`src/rtl/wb_trace_buffer.sv`:
```
// Circular trace of committed write-backs {pc, reg, data}, stepped oldest->newest for display.
// Latency: capture on the wb_ack rising-edge cycle; trace_* registered one cycle after state change.
// Backpressure: none; wb_ack is never gated, and commits seen while frozen are only counted.
module wb_trace_buffer #(
    parameter int DEPTH = 8,
    parameter int PTR_W = 3
) (
    input  logic             clk,
    input  logic             rst,
    input  logic             wb_ack,
    input  logic [1:0]       wb_addr,
    input  logic [3:0]       wb_data,
    input  logic [7:0]       wb_pc,
    input  logic             freeze,
    input  logic             rd_step,
    input  logic             clear,
    output logic [7:0]       trace_pc,
    output logic [1:0]       trace_reg,
    output logic [3:0]       trace_data,
    output logic [PTR_W-1:0] trace_idx,
    output logic [PTR_W:0]   count,
    output logic             empty,
    output logic             full,
    output logic             overflow,
    output logic [3:0]       dropped
);

    localparam logic [PTR_W:0] DEPTH_C = (PTR_W+1)'(DEPTH);
    localparam logic [PTR_W:0] ONE_C   = (PTR_W+1)'(1);

    logic [13:0]      mem [DEPTH];
    logic             ack_q;
    logic             step_q;
    logic [PTR_W-1:0] wr_ptr;
    logic [PTR_W-1:0] oldest_ptr;
    logic [PTR_W-1:0] idx_q;
    logic [PTR_W:0]   count_q;
    logic             overflow_q;
    logic [3:0]       dropped_q;
    logic [13:0]      trace_q;

    logic             cap;
    logic             step_ev;
    logic             wr_en;
    logic [PTR_W-1:0] view_ptr;
    logic [PTR_W:0]   last_idx;

    assign cap      = wb_ack & ~ack_q;
    assign step_ev  = rd_step & ~step_q;
    assign wr_en    = cap & ~freeze & ~clear & ~rst;
    // Pointer arithmetic wraps naturally because DEPTH is a power of two.
    assign view_ptr = oldest_ptr + idx_q;
    assign last_idx = count_q - ONE_C;

    // Edge history survives clear so a held wb_ack/rd_step is not re-detected.
    always_ff @(posedge clk) begin
        if (rst) begin
            ack_q  <= 1'b0;
            step_q <= 1'b0;
        end else begin
            ack_q  <= wb_ack;
            step_q <= rd_step;
        end
    end

    always_ff @(posedge clk) begin
        if (wr_en) begin
            mem[wr_ptr] <= {wb_pc, wb_addr, wb_data};
        end
    end

    always_ff @(posedge clk) begin
        if (rst || clear) begin
            wr_ptr     <= '0;
            oldest_ptr <= '0;
            idx_q      <= '0;
            count_q    <= '0;
            overflow_q <= 1'b0;
            dropped_q  <= '0;
            trace_q    <= '0;
        end else begin
            if (cap) begin
                if (freeze) begin
                    if (dropped_q != 4'hF) begin
                        dropped_q <= dropped_q + 4'd1;
                    end
                end else begin
                    wr_ptr <= wr_ptr + 1'b1;
                    if (count_q == DEPTH_C) begin
                        oldest_ptr <= oldest_ptr + 1'b1;
                        overflow_q <= 1'b1;
                    end else begin
                        count_q <= count_q + ONE_C;
                    end
                end
            end
            // Wrap test uses the pre-capture count; an overwrite shifts the window under idx_q.
            if (step_ev && count_q != '0) begin
                idx_q <= ({1'b0, idx_q} == last_idx) ? '0 : idx_q + 1'b1;
            end
            trace_q <= (count_q == '0) ? '0 : mem[view_ptr];
        end
    end

    assign trace_pc   = trace_q[13:6];
    assign trace_reg  = trace_q[5:4];
    assign trace_data = trace_q[3:0];
    assign trace_idx  = idx_q;
    assign count      = count_q;
    assign empty      = (count_q == '0);
    assign full       = (count_q == DEPTH_C);
    assign overflow   = overflow_q;
    assign dropped    = dropped_q;

endmodule

```
`config.mk`:
```
export PLATFORM = sky130hd
export DESIGN_NAME = wb_trace_buffer
export DESIGN_NICKNAME = d
export VERILOG_FILES = /design/src/rtl/wb_trace_buffer.sv
export SDC_FILE = /design/constraint.sdc
export NUM_CORES = 1
export LEC_CHECK = 0
export CORE_ASPECT_RATIO = 0.9
export CORE_UTILIZATION = 40
export CTS_CLUSTER_SIZE = 12
export DETAILED_ROUTE_END_ITERATION = 16
export PLACE_DENSITY = 0.69
export SYNTH_ARGS = -nofsm -noshare
export SYNTH_HDL_FRONTEND = slang
export SYNTH_SLANG_ARGS = --single-unit
```
`constraint.sdc`:
```
create_clock -name clk -period 8 [get_ports clk]
set_input_delay 2.4 -clock clk [delete_from_list [all_inputs] [get_ports clk]]
set_output_delay 2.4 -clock clk [all_outputs]
set_load 0.1 [all_outputs]
```
# Yosys cells after proc, flatten, opt, wreduce, memory -nomap -nowiden
# Memory sizes are Yosys's and may differ from the RTL's. A register that Yosys moved wholly into a read port is not among the register bits.
# Cells that the tools add are included.
[totals] input_bits=20 mem_bits_rw=112 mem_count=1 out_inout_bits=28 ff_bits=20
[classes] n_addsub=7 eq_ne=3 n_bitwise=11 n_mux=3 n_reduce_logical=9
[memory_table] memory="mem" words=8 width=14 read_ports=1 rd_ports_with_merged_regs=1 wr=1 line_no="31" source="logic [13:0] mem [DEPTH];"
[ops] operator="$add 3x1->3 const B" count=3
[ops] operator="$reduce_and 3->1" count=3
[ops] operator="$add 4x1->4 const B" count=2
[ops] operator="$not 1->1" count=6
[ops] operator="$and 1x1->1" count=5
[ops] operator="$eq 3x4->1" count=1
[ops] operator="$eq 4x4->1 const B" count=1
[ops] operator="$logic_not 4->1" count=1
[ops] operator="$ne 4x4->1 const B" count=1
[ops] operator="$reduce_bool 4->1" count=1
[ops] operator="$sub 4x1->4 const B" count=1
[ops] operator="$add 3x3->3" count=1
[ops] operator="$mux 3" count=1
[ops] operator="$mux 1" count=2
[ops] operator="$reduce_and 2->1" count=1
[ops] operator="$reduce_or 2->1" count=1
[ops] operator="$logic_and 1x1->1" count=1
[ops] operator="$logic_or 1x1->1" count=1

# Logic depth before layout (Yosys ltp)
# Gate-level depths: netlist (run 1).
[depth] depth_word=7 ltp_mapped=8 ltp_nobuf=7

# Worst setup path before layout (run 1)
# OpenSTA, ideal clock, no wires.
[synth_timing] path_kind="register to output" start="register count_q[0] (netlist: count[0])" end="output port empty" arrival_time_ns=2.383 t_required_ns=5.600 slack_ns=3.217 stages_incl_launch_ff=4 cell_sequence="dfxtp_1 -> inv_1 -> ha_1 -> nor3b_2"
[synth_via] elab_chain_len=1
[synth_lines] element="start, declared" line_no="37" source="logic [PTR_W:0] count_q;"
[synth_lines] element="start signal, assigned" line_no="93" source="count_q <= count_q + ONE_C;"
[synth_lines] element="$logic_not 4->1" line_no="110" source="assign empty = (count_q == '0);"
[synth_lines] element="end, declared" line_no="22" source="output logic empty,"
# No other way between the ends.

# Final worst setup path (run 1)
# Ends and elaborated chain as after synthesis.

==> impl_metrics.toml, run 1 <==
[yosys]
async_reset_ff_share_pct = 0
ys_ff_latch = 146
synth_most_common_cell = "edfxtp_1"
synth_fp_nets = 343
synth_area_leader_cell = "edfxtp_1"
netlist.area_leader.share_pct = 59.04
yosys_warnings = 0
seq_area_frac_synth_pct = 70.99
synth_cells = 314
syn_area_um2 = 5697
synthTopCellsByCount = "112 x edfxtp_1, 36 x nor2_1, 34 x dfxtp_1, 24 x mux4_1, 17 x mux2i_1"
synthDistinctLibCells = 32
synthFlopType = "edfxtp_1"
avgSynthCellArea_um2 = 18.14
yosys-top-cells-area = "edfxtp_1 59%, dfxtp_1 12%, mux4_1 11%"
synth_edf_count = 112

[timing]
tns_ns = 0
period_share_pct = 61.95
finalCriticalPeriod_ns = 4.956
hold_viol = 0
whs_ns = 0.5021
fmax_ghz = 0.2018
final_max_slew_viol_count = 0
worst_pin_slew_ns = 1.234
rsz0062_at_grt = "false"
setup_viol = 0
finClkSkew_ns = 0.009298
relSlewSlack_pct = 17.43

[cells_and_area]
nets = 408
area_delta_synth_final_pct = 23.00
multi_input_area_um2 = 1560
drive_above_1_share_pct = 11.99
fin_cells = 581
final_area_um2 = 7007
antenna_cells = 0
fillers = 1130
regArea_um2 = 4044

[worst_setup_path]
r2r_start = "trace_idx[0]"
crit_type = "flop to output pin"
required_ns = 5.60
r2r_setup_slack_ns = 5.73
reg2reg_depth = 7
r2r_end = "trace_q[2]"
critPathArrivalTime_ns = 2.56
crit_fanout = 6
startpoint_type = "flop"
critPathCaptureType = "output pin"

[global_route]
antenna_found_initial = 0
grt_overflow = 0
grt_pass1_vias = 2856
grt_pass1_wl_um = 16090
grt_max_degree = 29
grt_usage_pct = 15.28

[floorplan]
coreArea_um2 = 13610
dieArea_um2 = 14720
fp.dieH_um = 115.2
rows = 40
io_pins = 48
die_w_um = 127.8
initial_utilization_pct = 41.85

[detailed_routing]
routed_wl_um = 10380
routedWlPerCell_um = 17.86
vias = 2868
antenna_left = 0
vias_per_cell = 4.936
drc = 0
drtIter0Drc = 178
firstDrtPassIters = 4

[hold_path]
min_delay_worst_endpoint = "overflow"
min_from = "overflow"
worstHoldPathType = "flop to flop"
worstHoldPathCells = 2

[clocking]
cts-resized-gates = 0
worstSkewPairLatency_ns = 0.42
htreeDepth = 4
cts_tree = "done"
clockBufferDepth = 2
cts.sinks = 146
clk_pin_slew_ns = 0.06
cts_made_buffers = 17
cts_root_buf = "clkbuf_16"
post_cts_buffers = 0
postCtsHoldBufs = 0

[run]
maxCapViolations = 0

[power]
p_leak_nw = 2.352
peakVddDrop_uv = 175.9
power_density_nw_per_um2 = 235.1

[placement]
dpl.cell_count = 549
gp_congestion = 0.7151
dp_hpwl_um = 6610
port_buffers = 47
place_area_um2 = 6412

[run_status]
status = "finished, final reports clean"
[where the power goes]
group          switching (W)   total, W  internal (W)
Clock               0.000296   0.000785      0.000490
Sequential        0.00000157   0.000820      0.000818
Combinational      0.0000256  0.0000421     0.0000165
Total               0.000323    0.00165       0.00132
[layout make-up]
type / count / area share, %
Clock buffer: 19 / 6.179
Inverter: 7 / 0.3750
Tap cell: 189 / 3.375
Clock inverter: 13 / 2.304
Multi-Input combinational cell: 150 / 22.27
Sequential cell: 146 / 57.71
Timing Repair Buffer: 57 / 7.786
[how the worst max path moves through the flow]
stage / from / endpoint / slack [ns] / cells past startpoint
6_report: count[0] / empty / 3.04 / 4
5_1_grt: count[0] / empty / 2.92 / 4
4_1_cts: count[0] / empty / 3.02 / 4
3_5_place_dp: wb_ack / mem[0][5] / 3.12 / 5
3_3_place_gp: wb_ack / mem[1][5] / 3.17 / 5
2_1_floorplan: count[0] / empty / 3.22 / 3
[critical path, cell delays in order (launching register included)]
cell and delay [ns]:
dfxtp_1 0.36, inv_1 0.13, ha_1 0.19, nor3b_2 0.27, clkdlybuf4s50_1 1.19
[cells in the final DEF (no fill, tap or decap), types with 5 or more instances in the layout]
cell               n
buf_4             10
a21oi_1            5
dfxtp_1           34
clkbuf_16         17
edfxtp_1         112
mux2i_1           17
inv_1              7
ha_1               8
xor2_1             5
clkdlybuf4s50_1   47
mux4_1            24
xnor2_1           11
nor3_1             6
nor2_1            36
nand2_1            7
[through the flow]
stage / total power, W / setup WS [ns] / util (%)
after floorplan: 0.0008557 / 3.217 / -
after global placement: 0.0008770 / 3.172 / 47.10
after detailed placement: 0.0008784 / 3.119 / 47.10
after CTS: 0.001662 / 3.020 / 51.47
after global routing: 0.001698 / 2.922 / 51.47
final: 0.001647 / 3.044 / 51.47
[cell families after synthesis]
logic type / Yosys count / synth area share [%]
adder cells (fa/ha/maj): 9 / 2.109
XOR/XNOR: 17 / 2.745
multiplexers: 45 / 15.64
AND/OR/NAND/NOR: 72 / 6.018
buffers and inverters: 18 / 1.801
AO/OA/AOI/OAI: 7 / 0.7029
flip-flops: 146 / 70.99
[state kept, by name (all words and copies together), names as in the netlist]
register    count
dropped         4
step_q          1
mem           112
wr_ptr          3
oldest_ptr      3
overflow        1
ack_q           1
trace_q        14
count           4
trace_idx       3
[metal layers]
metal	track usage, %	share of wire (%)
met1	19.06	45
met2	24.75	50
met3	4.607	3.3
met4	6.902	1.6
met5	0	0
(Power assumes the default switching activity.)
==> inputs of run 2 (changes only) <==
Settings changed: PLACE_DENSITY 0.69 to 0.71.
Clock period 8 ns to 4.2 ns, I/O delays scaled along.
==> run 2 against run 1 <==
- sequential share of layout area shrank 0.36 points
- combinational power grew 95%
- worst hold slack gained 0.0094 ns
- cell count grew 0.34%
- global-route usage grew 0.28 points
- wire length is essentially flat
- critical endpoint is now count[2]
- final area grew 0.62%
- non-clock buffer count grew 2
- sequential power grew 90%
- first-iteration DRC count grew 17%
- utilization grew 0.32 points
- highest routed layer unchanged
==> impl_metrics.toml, run 2 (synthesis gave the netlist of run 1 again) <==
[clocking]
cts.sinks = 146
post_cts_buffers = 0
cts_made_buffers = 17
cts_root_buf = "clkbuf_16"
worstSkewPairLatency_ns = 0.42
cts-resized-gates = 0
cts_tree = "done"
postCtsHoldBufs = 0
clockBufferDepth = 2
htreeDepth = 4
clk_pin_slew_ns = 0.06

[power]
p_int_w = 0.002601
peakVddDrop_uv = 292.8
p_sw_w = 0.0006332
p_leak_nw = 2.375
power_frac_comb_pct = 2.5
swShare_pct = 19.58
p_seq_share_pct = 48.3
power_density_nw_per_um2 = 458.7
p_clk_share_pct = 49.2

[placement]
port_buffers = 47
pre_cts_ws_ns = 1.007
dpl.cell_count = 551
dp_hpwl_um = 6586
gp_congestion = 0.7297

[cells_and_area]
fillers = 1106
area_delta_synth_final_pct = 23.76
layout_commonest_cell = "edfxtp_1"
nets = 410
regArea_um2 = 4044
multi_input_area_um2 = 1560
fin_cells = 583
final_cell_mix = "112 x edfxtp_1, 45 x clkdlybuf4s50_1, 36 x nor2_1"
largest_reg_flops = 112
largestRegisters = "mem (112), trace_q (14)"
antenna_cells = 0
regMostFlops = "mem"
drive_above_1_share_pct = 13.45

[floorplan]
io_pins = 48
dieArea_um2 = 14720
fp.dieH_um = 115.2
coreArea_um2 = 13610
rows = 40
initial_utilization_pct = 41.85
die_w_um = 127.8

[hold_path]
worstHoldPathType = "flop to flop"

[worst_setup_path]
startpoint_type = "flop"
critPathTopFamily = "buffers and inverters"
required_ns = 2.94
critPathCaptureType = "output pin"
slowest_delay_ns = 1.19
critPathArrivalTime_ns = 2.09
crit_type = "flop to output pin"
path_buf_inv = 1
cpMaxStageDelayCell = "clkdlybuf4s50_1"
path_cells = "clkdlybuf4s50_1"
crit_fanout = 8

[timing]
worst_pin_slew_ns = 0.9765
rsz0062_at_grt = "false"
tns_ns = 0
finalCriticalPeriod_ns = 3.346
whs_ns = 0.5115
hold_viol = 0
relSlewSlack_pct = 34.70
fmax_ghz = 0.2989
final_max_slew_viol_count = 0
fin_ws_ns = 0.8544
setup_viol = 0
period_share_pct = 79.66
finClkSkew_ns = 0.009290

[detailed_routing]
vias = 2873
routedWlPerCell_um = 17.80
routed_wl_um = 10380
drtIter0Drc = 209
drc = 0
antenna_left = 0
firstDrtPassIters = 4
vias_per_cell = 4.928

[global_route]
antenna_found_initial = 0
grt_pass1_vias = 2935
grt_max_degree = 29
grt_pass1_wl_um = 15930
grt_usage_pct = 15.56
grt_overflow = 0

[run]
maxCapViolations = 0

[run_status]
status = "finished, final reports clean"
## run 2: worst paths after layout
kind	start	endpoint	slack [ns]	cells after the start
worst max-delay path	count[2]	count[2]	0.85	1
worst min-delay path	overflow	overflow	0.51	2
worst max register to register	trace_idx[0]	trace_q[9]	1.93	7
worst min register to register	overflow	overflow	0.51	2
## run 2: power groups by stage
stage          Clock (W)  Combinational, W  Sequential (W)
2_1_floorplan          0         0.0000264         0.00160
3_3_place_gp           0         0.0000805         0.00159
3_5_place_dp           0         0.0000827         0.00159
4_1_cts          0.00162         0.0000835         0.00156
5_1_grt          0.00167         0.0000883         0.00156
6_report         0.00159         0.0000820         0.00156
## run 2: layer usage
metal  GRT usage (%)  wire length, um  vias up
met5               0                0        -
met1           16.81             4238     1452
met2           27.86             5622       48
li1                -                -     1358
met4           8.000              194        0
met3           4.607              321       15
## run 2: area by class of cell
cell class | instances | share of cell area (%)
multi-input cells | 150 | 22.13
clock inverters | 12 | 2.573
inverters | 7 | 0.3727
flip-flops and latches | 146 | 57.36
well taps | 189 | 3.354
repair buffers | 59 | 7.879
clock buffers | 20 | 6.335
## run 2: per-stage QoR
step	instance area, um^2	util, %	power (W)
finish	7051	51.79	0.003234
CTS	7051	51.79	0.003263
detailed placement	6422	47.18	0.001675
global route	7051	51.79	0.003320
global placement	6422	47.18	0.001672
floorplan	5697	-	0.001630
## run 2: worst reg2reg max path: stages (launching register included)
cell	delay, ns
dfxtp_1	0.45
ha_1	0.19
inv_1	0.05
fa_1	0.48
buf_4	0.34
mux4_1	0.41
mux2i_1	0.18
nor2_1	0.05
